[config.mk]
export PLATFORM = sky130hd
export DESIGN_NAME = noc_node_ni
export DESIGN_NICKNAME = d
export VERILOG_FILES = /design/src/rtl/noc_node_ni.sv
export SDC_FILE = /design/constraint.sdc
export NUM_CORES = 1
export LEC_CHECK = 0
export ABC_AREA = 1
export CAP_MARGIN = 20
export CORE_MARGIN = 2
export CORE_UTILIZATION = 56
export CTS_CLUSTER_DIAMETER = 40
export DETAILED_ROUTE_END_ITERATION = 16
export DONT_BUFFER_PORTS = 1
export HOLD_SLACK_MARGIN = 0.12
export PLACE_DENSITY_LB_ADDON = 0.3
export SLEW_MARGIN = 30
export SYNTH_ARGS = -nofsm -noshare
export SYNTH_HDL_FRONTEND = slang
export SYNTH_SLANG_ARGS = --single-unit
[constraint.sdc]
create_clock -name clk -period 5.7 [get_ports clk]
set_input_delay 0.57 -clock clk [delete_from_list [all_inputs] [get_ports clk]]
set_output_delay 0.57 -clock clk [all_outputs]
set_load 0.02 [all_outputs]
[src/rtl/noc_node_ni.sv]
// rtl/noc_node_ni.sv - credit-gated injection FIFO and credit-returning ejection FIFO between router port 5 and a PE.
// Define NODE_NI_STATS_EN to add the inj_count/ej_count statistics ports.
module noc_node_ni #(
    parameter int FLIT_W    = 20,
    parameter int INJ_DEPTH = 4,
    parameter int EJ_DEPTH  = 4,
    parameter int CREDITS   = 4,
    parameter int CNT_W     = 16
) (
    input  logic              clk,
    input  logic              RST,
    input  logic [FLIT_W-1:0] pe_flit_in,
    input  logic              pe_valid_in,
    output logic              pe_ready_out,
    output logic [FLIT_W-1:0] net_flit_out,
    output logic              net_valid_out,
    input  logic              net_credit_in,
    input  logic [FLIT_W-1:0] net_flit_in,
    input  logic              net_valid_in,
    output logic              net_credit_out,
    output logic [FLIT_W-1:0] pe_flit_out,
    output logic              pe_valid_out,
    input  logic              pe_ready_in,
    output logic [1:0]        err
`ifdef NODE_NI_STATS_EN
    ,
    output logic [CNT_W-1:0]  inj_count,
    output logic [CNT_W-1:0]  ej_count
`endif
);
    localparam int IPW = $clog2(INJ_DEPTH);
    localparam int IOW = $clog2(INJ_DEPTH + 1);
    localparam int EPW = $clog2(EJ_DEPTH);
    localparam int EOW = $clog2(EJ_DEPTH + 1);
    localparam int CW  = $clog2(CREDITS + 1);

    localparam logic [IPW-1:0] INJ_PTR_ONE = IPW'(1);
    localparam logic [IOW-1:0] INJ_OCC_ONE = IOW'(1);
    localparam logic [IOW-1:0] INJ_FULL    = IOW'(INJ_DEPTH);
    localparam logic [EPW-1:0] EJ_PTR_ONE  = EPW'(1);
    localparam logic [EOW-1:0] EJ_OCC_ONE  = EOW'(1);
    localparam logic [EOW-1:0] EJ_FULL     = EOW'(EJ_DEPTH);
    localparam logic [CW-1:0]  CRED_ONE    = CW'(1);
    localparam logic [CW-1:0]  CRED_MAX    = CW'(CREDITS);

    logic [FLIT_W-1:0] r_inj_mem [INJ_DEPTH];
    logic [IPW-1:0]    r_inj_wr;
    logic [IPW-1:0]    r_inj_rd;
    logic [IOW-1:0]    r_inj_occ;
    logic [FLIT_W-1:0] r_ej_mem [EJ_DEPTH];
    logic [EPW-1:0]    r_ej_wr;
    logic [EPW-1:0]    r_ej_rd;
    logic [EOW-1:0]    r_ej_occ;
    logic [CW-1:0]     r_credit_cnt;
    logic [FLIT_W-1:0] r_net_flit;
    logic              r_net_valid;
    logic              r_net_credit;
    logic [1:0]        r_err;

    logic w_inj_full;
    logic w_inj_wr;
    logic w_send;
    logic w_ej_full;
    logic w_ej_pop;
    logic w_ej_wr;

    // Ready comes from registered occupancy only, so a full FIFO stays closed even on a pop cycle.
    assign w_inj_full   = (r_inj_occ == INJ_FULL);
    assign pe_ready_out = !RST && !w_inj_full;
    assign w_inj_wr     = pe_valid_in && pe_ready_out;
    assign w_send       = (r_inj_occ != '0) && (r_credit_cnt != '0);

    assign w_ej_full    = (r_ej_occ == EJ_FULL);
    assign pe_valid_out = (r_ej_occ != '0);
    assign pe_flit_out  = pe_valid_out ? r_ej_mem[r_ej_rd] : '0;
    assign w_ej_pop     = pe_valid_out && pe_ready_in;
    assign w_ej_wr      = net_valid_in && (!w_ej_full || w_ej_pop);

    assign net_flit_out   = r_net_flit;
    assign net_valid_out  = r_net_valid;
    assign net_credit_out = r_net_credit;
    assign err            = r_err;

    always_ff @(posedge clk) begin
        if (w_inj_wr) r_inj_mem[r_inj_wr] <= pe_flit_in;
        if (w_ej_wr)  r_ej_mem[r_ej_wr]   <= net_flit_in;
    end

    always_ff @(posedge clk) begin
        if (RST) begin
            r_inj_wr     <= '0;
            r_inj_rd     <= '0;
            r_inj_occ    <= '0;
            r_ej_wr      <= '0;
            r_ej_rd      <= '0;
            r_ej_occ     <= '0;
            r_credit_cnt <= CRED_MAX;
            r_net_flit   <= '0;
            r_net_valid  <= 1'b0;
            r_net_credit <= 1'b0;
            r_err        <= 2'b00;
        end else begin
            r_net_valid  <= w_send;
            r_net_credit <= w_ej_pop;
            if (w_send) begin
                r_net_flit <= r_inj_mem[r_inj_rd];
                r_inj_rd   <= r_inj_rd + INJ_PTR_ONE;
            end
            if (w_inj_wr) r_inj_wr <= r_inj_wr + INJ_PTR_ONE;
            case ({w_inj_wr, w_send})
                2'b10:   r_inj_occ <= r_inj_occ + INJ_OCC_ONE;
                2'b01:   r_inj_occ <= r_inj_occ - INJ_OCC_ONE;
                default: r_inj_occ <= r_inj_occ;
            endcase

            // A credit arriving on a send cycle cancels the decrement.
            if (net_credit_in && !w_send) begin
                if (r_credit_cnt == CRED_MAX) r_err[0] <= 1'b1;
                else                          r_credit_cnt <= r_credit_cnt + CRED_ONE;
            end else if (w_send && !net_credit_in) begin
                r_credit_cnt <= r_credit_cnt - CRED_ONE;
            end

            if (w_ej_pop) r_ej_rd <= r_ej_rd + EJ_PTR_ONE;
            if (w_ej_wr)  r_ej_wr <= r_ej_wr + EJ_PTR_ONE;
            if (net_valid_in && !w_ej_wr) r_err[1] <= 1'b1;
            case ({w_ej_wr, w_ej_pop})
                2'b10:   r_ej_occ <= r_ej_occ + EJ_OCC_ONE;
                2'b01:   r_ej_occ <= r_ej_occ - EJ_OCC_ONE;
                default: r_ej_occ <= r_ej_occ;
            endcase
        end
    end

`ifdef NODE_NI_STATS_EN
    always_ff @(posedge clk) begin
        if (RST) begin
            inj_count <= '0;
            ej_count  <= '0;
        end else begin
            if (w_send)  inj_count <= inj_count + CNT_W'(1);
            if (w_ej_wr) ej_count  <= ej_count + CNT_W'(1);
        end
    end
`endif

endmodule

== Word level (Yosys, flattened, before mapping) ==
Memories as Yosys holds them, arrays and structs flattened. A register that Yosys moved wholly into a read port is not among the register bits.
Cells that the tools add are included.
Storage, ports and cells
  output and inout port bits: 46
  memories: 2
  RAM bits: 160
  bits in registers: 21
Operators by class
  reduce and logical (&&, ||, !) cells: 23
  muxes and demuxes: 12
  eq/ne operators: 8
  add/sub/neg operators: 10
Memory list
  r_ej_mem: depth 4, width 20, rd ports 1, clocked after memory_dff 1, wr ports 1, line 50  | logic [FLIT_W-1:0] r_ej_mem [EJ_DEPTH];
  r_inj_mem: depth 4, width 20, rd ports 1, clocked after memory_dff 1, wr ports 1, line 46  | logic [FLIT_W-1:0] r_inj_mem [INJ_DEPTH];
Operators with widths (count)
  20-bit 2-to-1 mux: 1
  3-bit one-hot mux with 2 select lines: 2
  3-bit by 1-bit adder with 3-bit output (second input constant): 3
  3-bit == test (second input constant): 3
  3-bit 2-to-1 mux: 3
  3-bit nonzero test: 3
  3-bit by 1-bit subtractor with 3-bit output (second input constant): 3
  2-bit by 1-bit adder with 2-bit output (second input constant): 4
  1-bit logical AND: 8
  1-bit logical NOT: 6
  2-bit nonzero test: 3
  2-bit by 1-bit == test with 1-bit output (second input constant): 2
  2-bit == test (second input constant): 2
  1-bit 2-to-1 mux: 4
  2-bit 2-to-1 mux: 2
  2-bit AND reduction: 2
  2-bit inequality test (second input constant): 1
  1-bit logical OR: 1

== Longest topological paths before layout ==
  depth after elaboration: 6
  depth in mapped cells: 11

== Least setup slack after synthesis ==
No wires, ideal clock.
  kind: input -> register
  from: input RST
  to: memory r_inj_mem[0][0] (enable)
  setup time: 397 ps
  path slack: 3224 ps
  stages: 3
  data arrival time: 2079 ps
  cells stage by stage: a21oi_1 -> nand2_2 -> nor2_1
On the way
  word-level cells in the longest chain between the ends: 5
Ends and longest elaborated chain
  start: declaration: line 11  | input logic RST,
  1-bit logical NOT: line 69  | assign pe_ready_out = !RST && !w_inj_full;
  1-bit logical AND: line 69
  1-bit logical AND: line 70  | assign w_inj_wr = pe_valid_in && pe_ready_out;
  1-bit 2-to-1 mux: line 85  | if (w_inj_wr) r_inj_mem[r_inj_wr] <= pe_flit_in;
  1-bit 2-to-1 mux (implied by the code): line 85
  end: declaration: line 46
Every way passes these cells.

==> results.json <==
{
  "peakVddDrop_mv": 0.335,
  "rr_endpoint": "r_inj_occ[2]",
  "p_leak_uw": 0.00312,
  "multiInputGateArea_um2": 2020,
  "cp_slowest_stage_delay_ns": 0.80,
  "vias": 4851,
  "crit_buf_inv": 1,
  "drtIter0Drc": 369,
  "worstSetupPathType": "reg -> out",
  "postCtsHoldBufs": 0,
  "final_common_cell": "nor2_1",
  "clock_tree.root_cell": "clkbuf_16",
  "cp.required_ns": 5.13,
  "path_delay_family": "flip-flops",
  "maxCapViolCount": 0,
  "fin_nets": 725,
  "ys_seq_elements": 203,
  "period_needed_ns": 3.16,
  "die_x_um": 123,
  "post_cts_buffers": 0,
  "timing.rr.start": "r_inj_occ[0]",
  "fin_setup_tns_ns": 0,
  "max_freq_ghz": 0.317,
  "cts_tree": "yes",
  "slowest_stage": "dfxtp_1",
  "initial_utilization_pct": 57.3,
  "port_buffers": 0,
  "worstPathArrival_ns": 2.59,
  "area_delta_synth_final_pct": 12.3,
  "yosys_warnings": 0,
  "rrSetupSlack_ns": 3.18,
  "dr.pass1.iters": 5,
  "setup_viol_count_final": 0,
  "gp_congestion": 0.745,
  "clkLatencyLatePin_ns": 0.49,
  "grt_pass1_vias": 4750,
  "yosysUniqueCellTypes": 28,
  "finalMaxSlewViolations": 0,
  "postRouteAntennaNets": 0,
  "track_usage_pct": 20.3,
  "viasPerCell": 5.61,
  "post-route-period-util_pct": 55.4,
  "wl_um": 15200,
  "finish.utilization_pct": 64.4,
  "dieArea_um2": 15100,
  "cts.repair.resized": 0,
  "ys_seq_area_share_pct": 71.5,
  "grt_pass1_wl_um": 23800,
  "worstPathMaxFanout": 21,
  "hold_path_class": "in -> reg",
  "diodes": 0,
  "cts_buffers": 24,
  "cts_num_sinks": 203,
  "outcome": "finished, final reports clean",
  "chipHeight_um": 123,
  "synth_fp_nets": 730,
  "fillCellCount": 1022,
  "cp_num_cells": 4,
  "post_synth_inst_count": 672,
  "synth.avg_cell_area_um2": 11.8,
  "antenna_found_initial": 0,
  "drive_gt1_share_pct": 10.2,
  "rsz0062_at_grt": "false",
  "grt_max_degree": 43,
  "clk_pin_slew_ns": 0.06,
  "hold_path_end": "net_valid_out",
  "hold_viol_final": 0,
  "relSlewSlack_pct": 36.9,
  "seq_area_um2": 5670,
  "worstPathCellList": "inv_1 > nor2_1 > o21ai_0 > a21oi_1",
  "place_hpwl_um": 8960,
  "coreArea_um2": 13800,
  "cp-start-kind": "flip-flop",
  "wl_per_cell_um": 17.5,
  "drc": 0,
  "htreeDepth": 1,
  "grt-ovfl-total": 0,
  "final_cell_mix": "nor2_1, edfxtp_1, o21ai_0, dfxtp_1, a21oi_1",
  "powerDensity_nw_per_um2": 487,
  "tightest_slew_ns": 0.945,
  "fin_worst_skew_ns": 0.0110,
  "rows": 43,
  "worstSetupEndpointType": "primary output",
  "hold_depth": 1,
  "hp-start": "RST",
  "synth_area_um2": 7930,
  "clk_path_buf_depth": 3,
  "worstRegToRegCells": 9,
  "ios": 92
}
report_power, final:
part / switching (µW) / total (µW) / internal (µW)
sequential: 183 / 1940 / 1760
combinational: 604 / 840 / 236
clock: 594 / 1560 / 961
total: 1380 / 4330 / 2950
flip-flops by register name, summed over array words and instances (netlist names), named ones only:
register and flops:
r_ej_mem 80, net_flit_out 20, r_ej_occ 3, r_inj_occ 3, net_valid_out 1, r_ej_wr 2, r_inj_mem 80, err 2
r_ej_rd 2, r_inj_wr 2, r_inj_rd 2, net_credit_out 1, r_credit_cnt 3
final cells by class:
| class | instances | area share, % |
|---|---|---|
| clock buffers | 27 | 7.22 |
| clock inverters | 17 | 2.25 |
| inverters | 33 | 1.41 |
| multi-input cells | 401 | 22.6 |
| flip-flops and latches | 203 | 63.6 |
| well taps | 180 | 2.53 |
| repair buffers | 4 | 0.337 |
how the worst max path moves through the flow:
| stage | end | slack, ns | from |
|---|---|---|---|
| after global routing | pe_flit_out[13] | 2.30 | flip-flop |
| after detailed placement | pe_flit_out[13] | 2.94 | flip-flop |
| final | pe_flit_out[13] | 2.54 | flip-flop |
| after CTS | pe_flit_out[13] | 2.41 | flip-flop |
| after global placement | r_inj_mem[1][11] | 3.00 | RST |
| after floorplan | r_inj_mem[0][0] | 3.22 | RST |
through the flow:
stage                     cells  worst slack (ns)  hold WS [ns]  area (µm²)  power, µW
final                       865              2.54         0.138        8900       4330
after global routing        865              2.30         0.122        8900       4570
after CTS                   865              2.41         0.121        8900       4370
after detailed placement    821              2.94         0.462        8060       2810
after global placement      821              3.00         0.453        8030       2770
after floorplan             672              3.22         0.436        7930       2640
worst register-to-register path, cell delays in order, from the launching register on:
cell	delay (ns)
dfxtp_1	0.41
nor2_2	0.07
a21oi_1	0.44
nand2_2	0.32
ha_1	0.34
fa_1	0.39
a21oi_1	0.13
o21a_1	0.15
o21ai_0	0.07
a21oi_1	0.13
per-layer routing:
metal	wire length (µm)	share of wire (%)	vias to the layer above	GRT usage (%)
met5	0	0	-	0
met2	7540	50	170	34.9
met3	1310	8.6	32	5.63
met1	5960	39	2318	24.6
li1	-	-	2331	-
met4	353	2.3	0	7.24
cell usage after synthesis:
| cell type | instances | share of area (%) |
|---|---|---|
| buf_1 | 2 | 0.095 |
| edfxtp_1 | 160 | 61 |
| nand2_1 | 16 | 0.76 |
| xor2_1 | 1 | 0.11 |
| nor2_4 | 4 | 0.57 |
| clkbuf_2 | 4 | 0.25 |
| clkbuf_8 | 1 | 0.17 |
| dfxtp_1 | 43 | 11 |
| o21a_1 | 2 | 0.19 |
| fa_1 | 3 | 0.76 |
| nor2_1 | 183 | 8.7 |
| nand3_1 | 6 | 0.38 |
| buf_4 | 3 | 0.28 |
| inv_2 | 3 | 0.14 |
| nand2_2 | 3 | 0.24 |
| ha_1 | 9 | 1.4 |
| nand3b_1 | 1 | 0.095 |
| clkinv_1 | 1 | 0.047 |
| buf_2 | 11 | 0.69 |
| a21oi_1 | 34 | 2.1 |
| o21ai_0 | 101 | 6.4 |
| o21ai_1 | 10 | 0.63 |
| nand4_1 | 2 | 0.16 |
| nand2_4 | 4 | 0.57 |
| inv_1 | 29 | 1.4 |
| clkbuf_1 | 14 | 0.66 |
| nor2_2 | 2 | 0.16 |
| a31oi_1 | 20 | 1.6 |
kinds of logic (layout without fill, tap and decap cells):
group	after synthesis	count (layout)	synth area share [%]
adders and majority gates	12	12	2.18
DFF	203	203	71.5
xor gates and xnor gates	1	1	0.111
buffers and inverters	68	81	3.73
and+or+nand+nor	221	221	11.6
AOI/OAI and AO/OA	167	167	10.9
(Power assumes the default switching activity.)
